==> src/rtl/pe_mac_row_if.sv <==
// pe_mac_row_if: stream and configuration bundle for one pe_mac_row.
//
// Handshake rule (all three streams): a beat transfers on a rising clock
// edge where the sender's rdy and the receiver's ack are both high. The PE
// drives ack (input/weight streams) and rdy (psum stream) purely from
// registered state, so the far side may sample them at any time in a cycle.
//
// Signals
//   i_cfg_valid/len/reps/signed : configuration strobe and fields (IDLE only)
//   i_in_rdy, o_in_ack, i_in_data : input element stream
//   i_wt_rdy, o_wt_ack, i_wt_data : weight vector stream (NCOL lanes)
//   o_ps_rdy, i_ps_ack, o_ps_data : partial-sum vector stream (NCOL lanes)
//   o_busy                        : high whenever the FSM is not IDLE
//   dbg_state                     : current FSM state encoding
// Modports: slave = the PE, master = the surrounding networks.
interface pe_mac_row_if #(
  parameter int DWD   = 8,
  parameter int PSWD  = 24,
  parameter int NCOL  = 4,
  parameter int IPADN = 12,
  parameter int RPW   = 4
);
  localparam int LW = $clog2(IPADN + 1);

  logic                 i_cfg_valid;
  logic [LW-1:0]        i_cfg_len;
  logic [RPW-1:0]       i_cfg_reps;
  logic                 i_cfg_signed;
  logic                 i_in_rdy;
  logic                 o_in_ack;
  logic [DWD-1:0]       i_in_data;
  logic                 i_wt_rdy;
  logic                 o_wt_ack;
  logic [NCOL*DWD-1:0]  i_wt_data;
  logic                 o_ps_rdy;
  logic                 i_ps_ack;
  logic [NCOL*PSWD-1:0] o_ps_data;
  logic                 o_busy;
  logic [2:0]           dbg_state;

  modport slave (
    input  i_cfg_valid, i_cfg_len, i_cfg_reps, i_cfg_signed,
    input  i_in_rdy, i_in_data, i_wt_rdy, i_wt_data, i_ps_ack,
    output o_in_ack, o_wt_ack, o_ps_rdy, o_ps_data, o_busy, dbg_state
  );

  modport master (
    output i_cfg_valid, i_cfg_len, i_cfg_reps, i_cfg_signed,
    output i_in_rdy, i_in_data, i_wt_rdy, i_wt_data, i_ps_ack,
    input  o_in_ack, o_wt_ack, o_ps_rdy, o_ps_data, o_busy, dbg_state
  );
endinterface

==> src/rtl/pe_mac_row.sv <==
// pe_mac_row: input-stationary MAC processing element.
// Loads up to IPADN input elements into a local pad, then for each pass
// streams len weight vectors against the pad, multiplying pad[j] by every
// lane of weight beat j and accumulating into NCOL partial sums. After a
// two-cycle drain the sums are offered on the psum stream; further passes
// reuse the pad without reloading.
//
// Ports
//   i_clk : clock, rising edge
//   i_rst : synchronous active-high reset
//   bus   : pe_mac_row_if.slave (config, input, weight, psum streams,
//           o_busy, dbg_state)
//
// Build option: define PE_SAT_EN to saturate each accumulate instead of
// wrapping modulo 2^PSWD.
module pe_mac_row #(
  parameter int DWD   = 8,
  parameter int PSWD  = 24,
  parameter int NCOL  = 4,
  parameter int IPADN = 12,
  parameter int RPW   = 4
) (
  input logic         i_clk,
  input logic         i_rst,
  pe_mac_row_if.slave bus
);
  localparam int LW = $clog2(IPADN + 1);

  typedef enum logic [2:0] {
    S_IDLE    = 3'd0,
    S_LOAD    = 3'd1,
    S_COMPUTE = 3'd2,
    S_DRAIN   = 3'd3,
    S_OUT     = 3'd4
  } state_t;

  state_t           state;
  logic [LW-1:0]    len;
  logic [LW-1:0]    k;
  logic [RPW-1:0]   reps_left;
  logic             sgn;
  logic             drain_cnt;
  logic [DWD-1:0]   pad  [IPADN];
  logic [2*DWD-1:0] prod [NCOL];
  logic             prod_vld;
  logic [PSWD-1:0]  acc  [NCOL];
  logic             in_ack, wt_ack, ps_rdy, busy;
  logic             in_xfer, wt_xfer;
  logic [LW-1:0]    cfg_len_eff;

  assign in_xfer = in_ack & bus.i_in_rdy;
  assign wt_xfer = wt_ack & bus.i_wt_rdy;
  assign cfg_len_eff = (bus.i_cfg_len > LW'(IPADN)) ? LW'(IPADN) : bus.i_cfg_len;

  // Operands are extended to 2*DWD first; the low 2*DWD bits of that
  // product are the exact signed or unsigned product.
  function automatic logic [2*DWD-1:0] mul(input logic [DWD-1:0] a,
                                           input logic [DWD-1:0] b,
                                           input logic           s);
    logic [2*DWD-1:0] ea, eb;
    if (s) begin
      ea = (2*DWD)'($signed(a));
      eb = (2*DWD)'($signed(b));
    end else begin
      ea = (2*DWD)'(a);
      eb = (2*DWD)'(b);
    end
    mul = ea * eb;
  endfunction

  function automatic logic [PSWD-1:0] acc_add(input logic [PSWD-1:0]  a,
                                              input logic [2*DWD-1:0] p,
                                              input logic             s);
    logic [PSWD-1:0] pe;
`ifdef PE_SAT_EN
    logic [PSWD:0] sum;
`endif
    if (s) pe = PSWD'($signed(p));
    else   pe = PSWD'(p);
`ifdef PE_SAT_EN
    if (s) begin
      // One extra bit: overflow iff the two top bits disagree.
      sum = {a[PSWD-1], a} + {pe[PSWD-1], pe};
      if (sum[PSWD] != sum[PSWD-1])
        acc_add = sum[PSWD] ? {1'b1, {(PSWD-1){1'b0}}} : {1'b0, {(PSWD-1){1'b1}}};
      else
        acc_add = sum[PSWD-1:0];
    end else begin
      sum = {1'b0, a} + {1'b0, pe};
      acc_add = sum[PSWD] ? {PSWD{1'b1}} : sum[PSWD-1:0];
    end
`else
    acc_add = a + pe;
`endif
  endfunction

  always_ff @(posedge i_clk) begin
    if (i_rst) begin
      state     <= S_IDLE;
      len       <= '0;
      k         <= '0;
      reps_left <= '0;
      sgn       <= 1'b0;
      drain_cnt <= 1'b0;
      prod_vld  <= 1'b0;
      in_ack    <= 1'b0;
      wt_ack    <= 1'b0;
      ps_rdy    <= 1'b0;
      busy      <= 1'b0;
      for (int i = 0; i < IPADN; i++) pad[i] <= '0;
      for (int c = 0; c < NCOL; c++) begin
        prod[c] <= '0;
        acc[c]  <= '0;
      end
    end else begin
      prod_vld <= 1'b0;
      // Second pipeline stage: the product registered last cycle lands in
      // the accumulator now. A pass clear below overrides this update.
      if (prod_vld) begin
        for (int c = 0; c < NCOL; c++) acc[c] <= acc_add(acc[c], prod[c], sgn);
      end
      case (state)
        S_IDLE: begin
          if (bus.i_cfg_valid && bus.i_cfg_len != '0) begin
            len       <= cfg_len_eff;
            reps_left <= (bus.i_cfg_reps == '0) ? '0 : bus.i_cfg_reps - RPW'(1);
            sgn       <= bus.i_cfg_signed;
            k         <= '0;
            in_ack    <= 1'b1;
            busy      <= 1'b1;
            state     <= S_LOAD;
          end
        end
        S_LOAD: begin
          if (in_xfer) begin
            pad[k] <= bus.i_in_data;
            if (k == len - LW'(1)) begin
              k      <= '0;
              in_ack <= 1'b0;
              wt_ack <= 1'b1;
              for (int c = 0; c < NCOL; c++) acc[c] <= '0;
              state  <= S_COMPUTE;
            end else begin
              k <= k + LW'(1);
            end
          end
        end
        S_COMPUTE: begin
          if (wt_xfer) begin
            for (int c = 0; c < NCOL; c++)
              prod[c] <= mul(pad[k], bus.i_wt_data[c*DWD +: DWD], sgn);
            prod_vld <= 1'b1;
            if (k == len - LW'(1)) begin
              k         <= '0;
              wt_ack    <= 1'b0;
              drain_cnt <= 1'b0;
              state     <= S_DRAIN;
            end else begin
              k <= k + LW'(1);
            end
          end
        end
        S_DRAIN: begin
          // Two cycles: lets the final product reach the accumulators.
          if (drain_cnt) begin
            ps_rdy <= 1'b1;
            state  <= S_OUT;
          end else begin
            drain_cnt <= 1'b1;
          end
        end
        S_OUT: begin
          if (bus.i_ps_ack) begin
            ps_rdy <= 1'b0;
            if (reps_left != '0) begin
              reps_left <= reps_left - RPW'(1);
              k         <= '0;
              wt_ack    <= 1'b1;
              for (int c = 0; c < NCOL; c++) acc[c] <= '0;
              state     <= S_COMPUTE;
            end else begin
              busy  <= 1'b0;
              state <= S_IDLE;
            end
          end
        end
        default: state <= S_IDLE;
      endcase
    end
  end

  for (genvar c = 0; c < NCOL; c++) begin : g_ps
    assign bus.o_ps_data[c*PSWD +: PSWD] = acc[c];
  end

  assign bus.o_in_ack  = in_ack;
  assign bus.o_wt_ack  = wt_ack;
  assign bus.o_ps_rdy  = ps_rdy;
  assign bus.o_busy    = busy;
  assign bus.dbg_state = state;
endmodule

==> src/flat_wrapper.sv <==
// flat-port wrapper written by rule: the top's interface ports become plain ports
module pe_mac_row_flat 
#(
  parameter int DWD   = 8,
  parameter int PSWD  = 24,
  parameter int NCOL  = 4,
  parameter int IPADN = 12,
  parameter int RPW   = 4
)
  (i_clk, i_rst, bus_i_cfg_valid, bus_i_cfg_len, bus_i_cfg_reps, bus_i_cfg_signed, bus_i_in_rdy, bus_i_in_data, bus_i_wt_rdy, bus_i_wt_data, bus_i_ps_ack, bus_o_in_ack, bus_o_wt_ack, bus_o_ps_rdy, bus_o_ps_data, bus_o_busy, bus_dbg_state);
  pe_mac_row_if #(.DWD(DWD), .PSWD(PSWD), .NCOL(NCOL), .IPADN(IPADN), .RPW(RPW)) bus_i ();
  input logic i_clk;
  input logic i_rst;
  input wire logic [$bits(bus_i.i_cfg_valid)-1:0] bus_i_cfg_valid;
  input wire logic [$bits(bus_i.i_cfg_len)-1:0] bus_i_cfg_len;
  input wire logic [$bits(bus_i.i_cfg_reps)-1:0] bus_i_cfg_reps;
  input wire logic [$bits(bus_i.i_cfg_signed)-1:0] bus_i_cfg_signed;
  input wire logic [$bits(bus_i.i_in_rdy)-1:0] bus_i_in_rdy;
  input wire logic [$bits(bus_i.i_in_data)-1:0] bus_i_in_data;
  input wire logic [$bits(bus_i.i_wt_rdy)-1:0] bus_i_wt_rdy;
  input wire logic [$bits(bus_i.i_wt_data)-1:0] bus_i_wt_data;
  input wire logic [$bits(bus_i.i_ps_ack)-1:0] bus_i_ps_ack;
  output wire logic [$bits(bus_i.o_in_ack)-1:0] bus_o_in_ack;
  output wire logic [$bits(bus_i.o_wt_ack)-1:0] bus_o_wt_ack;
  output wire logic [$bits(bus_i.o_ps_rdy)-1:0] bus_o_ps_rdy;
  output wire logic [$bits(bus_i.o_ps_data)-1:0] bus_o_ps_data;
  output wire logic [$bits(bus_i.o_busy)-1:0] bus_o_busy;
  output wire logic [$bits(bus_i.dbg_state)-1:0] bus_dbg_state;
  assign bus_i.i_cfg_valid = bus_i_cfg_valid;
  assign bus_i.i_cfg_len = bus_i_cfg_len;
  assign bus_i.i_cfg_reps = bus_i_cfg_reps;
  assign bus_i.i_cfg_signed = bus_i_cfg_signed;
  assign bus_i.i_in_rdy = bus_i_in_rdy;
  assign bus_i.i_in_data = bus_i_in_data;
  assign bus_i.i_wt_rdy = bus_i_wt_rdy;
  assign bus_i.i_wt_data = bus_i_wt_data;
  assign bus_i.i_ps_ack = bus_i_ps_ack;
  assign bus_o_in_ack = bus_i.o_in_ack;
  assign bus_o_wt_ack = bus_i.o_wt_ack;
  assign bus_o_ps_rdy = bus_i.o_ps_rdy;
  assign bus_o_ps_data = bus_i.o_ps_data;
  assign bus_o_busy = bus_i.o_busy;
  assign bus_dbg_state = bus_i.dbg_state;
  pe_mac_row #(.DWD(DWD), .PSWD(PSWD), .NCOL(NCOL), .IPADN(IPADN), .RPW(RPW)) u_core (.i_clk(i_clk), .i_rst(i_rst), .bus(bus_i));
endmodule
==> config.mk <==
export PLATFORM = sky130hd
export DESIGN_NAME = pe_mac_row_flat
export DESIGN_NICKNAME = d
export VERILOG_FILES = /design/src/rtl/pe_mac_row_if.sv /design/src/rtl/pe_mac_row.sv /design/src/flat_wrapper.sv
export SDC_FILE = /design/constraint.sdc
export NUM_CORES = 2
export LEC_CHECK = 0
export CORE_ASPECT_RATIO = 1.1
export CORE_MARGIN = 2
export CORE_UTILIZATION = 40
export CTS_CLUSTER_SIZE = 20
export DETAILED_ROUTE_END_ITERATION = 10
export GPL_ROUTABILITY_DRIVEN = 0
export HOLD_SLACK_MARGIN = 0.12
export MAX_ROUTING_LAYER = met4
export PLACE_DENSITY = 0.7
export SYNTH_ARGS = -nofsm -noshare
export SYNTH_HDL_FRONTEND = slang
export SYNTH_SLANG_ARGS = --single-unit
==> constraint.sdc <==
create_clock -name i_clk -period 7.47 [get_ports i_clk]
set_clock_uncertainty 0.05 [all_clocks]
set_input_delay 1.1205 -clock i_clk [delete_from_list [all_inputs] [get_ports i_clk]]
set_output_delay 1.1205 -clock i_clk [all_outputs]
set_load 0.01 [all_outputs]
Word level (Yosys, flattened, before mapping)
Memories as Yosys holds them, arrays and structs flattened. A register that Yosys moved wholly into a read port is not among the register bits.
Index checks and enable logic that the tools add are counted.
{"block": "totals", "in_bits": 55, "elab_cells": 195, "mem_count": 3, "ram_bits": 256, "output_inout_bits": 103, "register_bits": 22}
{"name": "u_core.acc", "depth": 4, "word_bits": 24, "rd": 4, "rd_clocked_by_memory_dff": 0, "write_ports": 4, "line": "pe_mac_row.sv:46", "source": "logic [PSWD-1:0] acc [NCOL];"}
{"name": "u_core.pad", "depth": 12, "word_bits": 8, "rd": 1, "rd_clocked_by_memory_dff": 1, "write_ports": 12, "line": "pe_mac_row.sv:43", "source": "logic [DWD-1:0] pad [IPADN];"}
{"name": "u_core.prod", "depth": 4, "word_bits": 16, "rd": 4, "rd_clocked_by_memory_dff": 0, "write_ports": 4, "line": "pe_mac_row.sv:44", "source": "logic [2*DWD-1:0] prod [NCOL];"}
{"block": "op_classes", "addsub": 8, "bitwise_logic": 18, "muxes": 115, "magnitude_cmp": 1, "mul": 4, "eq_ne": 14, "reduce_logical": 21}
{"op": "$mux 24", "count": 24}
{"op": "$mux 16", "count": 24}
{"op": "$add 24x24->24", "count": 4}
{"op": "$mul 16x16->16", "count": 4}
{"op": "$mux 4", "count": 14}
{"op": "$mux 1", "count": 36}
{"op": "$mux 3", "count": 7}
{"op": "$or 1x1->1", "count": 16}
{"op": "$pmux 4 s4", "count": 1}
{"op": "$pmux 3 s5", "count": 1}
{"op": "$ne 2x1->1 const B", "count": 7}
{"op": "$reduce_and 7->1", "count": 2}
{"op": "$reduce_and 4->1", "count": 3}
{"op": "$reduce_bool 4->1", "count": 3}
{"op": "$sub 4x1->4 const B", "count": 3}
{"op": "$mux 8", "count": 1}
{"op": "$pmux 1 s2", "count": 4}
{"op": "$pmux 4 s2", "count": 1}
{"op": "$reduce_bool 2->1", "count": 4}
{"op": "$reduce_or 8->1", "count": 1}
{"op": "$eq 3x2->1 const B", "count": 2}
{"op": "$reduce_and 3->1", "count": 2}
{"op": "$reduce_and 6->1", "count": 1}
{"op": "$add 4x1->4 const B", "count": 1}
{"op": "other kinds (13)", "count": 15}

Depth between registers and ports, before layout
{"block": "logic_depth", "ltp_word": 9, "ltp_mapped": 29}

Worst setup path after synthesis
Ideal clock, no wire load.
{"block": "synth_timing", "path_kind": "register to register", "startpoint": "reg with a tool-made name", "endpoint": "mem u_core.prod[0][15] (netlist name), data pin", "path_stages_with_launch": 26, "required_ns": 7.154, "setup_slack_ns": 0.547, "arrival_ns": 6.607, "synth_period_minus_slack_ns": 6.923, "setup_ns": 0.266, "path_buffers": 4, "cell_sequence": "dfxtp_1 clkbuf_1 buf_2 buf_1 mux4_2 mux4_2 clkbuf_1 nand3_1 inv_1 fa_1 inv_1 fa_1 inv_1 ha_1 fa_1 fa_1 inv_1 fa_1 inv_1 ha_1 and3_1 a21oi_1 o21ai_0 o41ai_1 xnor2_1 nor2_1"}
{"item": "end: declaration", "line": "pe_mac_row.sv:44"}

==> summary.txt <==
Power and ir drop
  – Switching share of power: 0.431
  – Cell area power density: about 280 mW/mm²
  – P_sw: roughly 4.3 mW
  – Flop pwr share: 0.195
  – Combinational share of power: 0.608
  – Peak supply drop: a little over 0.2 mV
  – Cell Int Power: 5.69 mW
  – Clock power frac: 0.197
  – P_leak: between 15 and 20 nW

Route
  – Drc violations: 0
  – Average routed wire per standard cell: 16.8 µm
  – Final wirelength: just over 70,000 µm
  – Vias: 21,800
  – Pre-antenna DRT Iters: 6
  – Detailed-route vias per instance: about 5
  – DRT iter0 DRCs: 1,086
  – Antenna viol nets, final: 0

Timing
  – Min cycle time layout: roughly 7 ns
  – Setup violators final: 0
  – Achievable Freq: about 140 MHz
  – Final hold vios: 0
  – Worst slew pin tran: around 1.1 ns
  – Slew Limit Fails: 0
  – Setup TNS: 0 ns
  – Final period util: 0.963
  – Relative slew slack: 0.268

GRT
  – Largest net degree at the start of global routing: 65
  – Total global-route track usage: 0.190
  – Overflow left after global routing: 0
  – Initial antenna violation count: 9
  – Vias in the first global route: between 20,000 and 25,000
  – First-pass GRT wire length: roughly 120,000 µm

Worst hold path
  – Type of the most critical hold path: reg2reg

Clock network
  – CTS max path bufs: 3
  – # H-tree levels: 2
  – Post-CTS sizing: 0
  – Clock sink count: roughly 310
  – CTS tree: yes
  – Worst-Skew Late Latency: 0.60 ns
  – CTS Buf Count: 40
  – Post-CTS Hold Fix Bufs: 0
  – Post-CTS Setup Bufs: 0
  – Root buffer cell: clkbuf_16
  – Clock Pin Slew Worst Setup and Hold Paths: 0.06 ns

Synthesis
  – Top post-synthesis cells by area: fa_1 20%, edfxtp_1 19%, ha_1 12%
  – Post-synth top flop: edfxtp_1
  – Mapped Cells: between 3,000 and 4,000
  – Asr flop ratio synth: 0
  – Register bit total from synthesis: 314
  – Syn avg cell area: 9.88 µm²
  – Area leader, netlist: fa_1
  – Warnings, synthesis: 0
  – EDFF count, synth: 192
  – Top cell type's share of synthesized area: 0.196
  – Mapped cell area: roughly 0.031 mm²
  – Syn Nets: between 3,000 and 4,000
  – Cell variety after synth: just over 70
  – Sequential fraction of the synthesis area: 0.266

Critical path
  – Crit start category: flip-flop
  – Crit path kind: reg2reg
  – Crit path DAT: 7.42 ns
  – Crit end category: flip-flop
  – Crit path max fanout: 26
  – Critical path required time: 7.70 ns

Floorplanning
  – Die Y: 295 µm
  – IO Pins: around 160
  – Floorplan core area: around 0.076 mm²
  – Die X: ~270 µm
  – Initial Util: 0.405
  – Row count: between 100 and 150
  – Overall die area: slightly below 0.08 mm²

Finish
  – Layout Cells excl Fill: between 4,000 and 5,000
  – Commonest non-fill, non-tap cell in the layout: inv_1
  – Share of cells above drive strength 1: 0.0526
  – Layout area overhead: 13.8%
  – Commonest non-fill, non-tap cells in the layout: 513 x inv_1, 325 x and2_1, 303 x ha_1
  – Final net count: roughly 3,900

Run
  – Max-Cap Viols: 0

Placed design
  – DP Cell Count: about 4,200
  – Port bufs: about 160
  – Placed wire-length estimate: approximately 55,000 µm

Outcome
  – Status: completed
==> registers in the layout, summed over array words and instances, names as in the netlist, 3 cells and up, named ones only <==
register              flops
u_core.pad              128
u_core.k                  4
u_core.prod              64
u_core.len                4
u_core.reps_left          4
u_core.bus.dbg_state      3
u_core.acc               96
==> synth_stat cells (10+ instances only) <==
master and instances:
edfxtp_1 192, o21a_1 15, nor2_1 191, ha_1 303, o21ai_0 65, a211o_1 12
nor2b_1 14, or2_2 17, a22oi_1 30, a21oi_1 132, a211oi_1 14, nand3_1 36
xor2_1 60, nand2_1 175, o21bai_1 28, and2_1 325, mux2i_1 27, nand2b_1 23
or3_1 10, fa_1 302, mux4_1 14, inv_1 513, clkbuf_1 92, a21o_1 43
dfxtp_1 122, and3_1 38, mux4_2 26, xnor2_1 145, nor3_1 32
==> power by group through the flow <==
stage                     clock network, mW  registers, mW  logic, mW
after floorplan                           0           1.96       4.79
after global placement                    0           1.98       5.91
after detailed placement                  0           1.98       6.04
after CTS                              2.02           1.95       6.10
after global routing                   2.07           1.95       7.10
final                                  1.96           1.95       6.07
==> cell type report <==
| cell class | instances | area (µm²) |
|---|---|---|
| clock inverters | 27 | 322 |
| repair buffers | 200 | 1930 |
| clock buffers | 47 | 1030 |
| well taps | 1026 | 1280 |
| fillers | 7197 | 41000 |
| inverters | 514 | 1930 |
| diodes | 8 | 20.0 |
| flip-flops and latches | 314 | 8210 |
| multi-input cells | 2190 | 20400 |
==> cells by family after synthesis <==
logic type | synth area share
AND/OR/NAND/NOR | 0.149
buffers and inverters | 0.0772
adder cells (fa/ha/maj) | 0.319
AO/OA/AOI/OAI | 0.0887
flip-flops | 0.266
XOR/XNOR | 0.0600
multiplexers | 0.0401
==> critical path: stages (launching register included) <==
cell     delay [ns]
dfxtp_2        0.38
buf_12         0.23
buf_4          0.21
mux4_2         0.60
mux4_1         0.85
and2_1         0.36
fa_1           0.43
fa_1           0.54
inv_1          0.05
fa_1           0.54
fa_1           0.42
fa_1           0.46
fa_1           0.40
xnor2_1        0.18
xnor2_1        0.17
xnor2_1        0.18
xnor2_1        0.16
xnor2_1        0.10
xnor2_1        0.32
xnor2_1        0.16
nor2_1         0.06
==> layer usage <==
| metal | vias up | share of wire | GRT usage |
|---|---|---|---|
| met5 | - | 0 | - |
| met4 | 0 | 0.024 | 0.0477 |
| met3 | 95 | 0.050 | 0.0317 |
| met2 | 413 | 0.48 | 0.315 |
| met1 | 10700 | 0.44 | 0.243 |
| li1 | 10600 | - | - |
==> per-stage QoR <==
step / hold slack, ns / area [µm²] / setup slack [ns] / util / power [mW]
4_1_cts: 0.428 / 35000 / 0.283 / 0.460 / 10.1
3_3_place_gp: 0.414 / 33600 / 0.408 / 0.442 / 7.89
5_1_grt: 0.448 / 35100 / -0.0289 / 0.461 / 11.1
3_5_place_dp: 0.420 / 33600 / 0.298 / 0.442 / 8.02
2_1_floorplan: 0.423 / 30800 / 0.547 / - / 6.75
6_report: 0.427 / 35100 / 0.279 / 0.461 / 9.98
==> final timing paths <==
kind               startpoint            endpoint  slack (ns)  cells past startpoint
max                 flip-flop  u_core.prod[1][15]        0.28                     20
max reg2reg         flip-flop  u_core.prod[1][15]        0.28                     20
min reg2reg  u_core.acc[0][0]    u_core.acc[0][0]        0.43                      2
min          u_core.acc[0][0]    u_core.acc[0][0]        0.43                      2
Power figures use the tool's default switching activity.
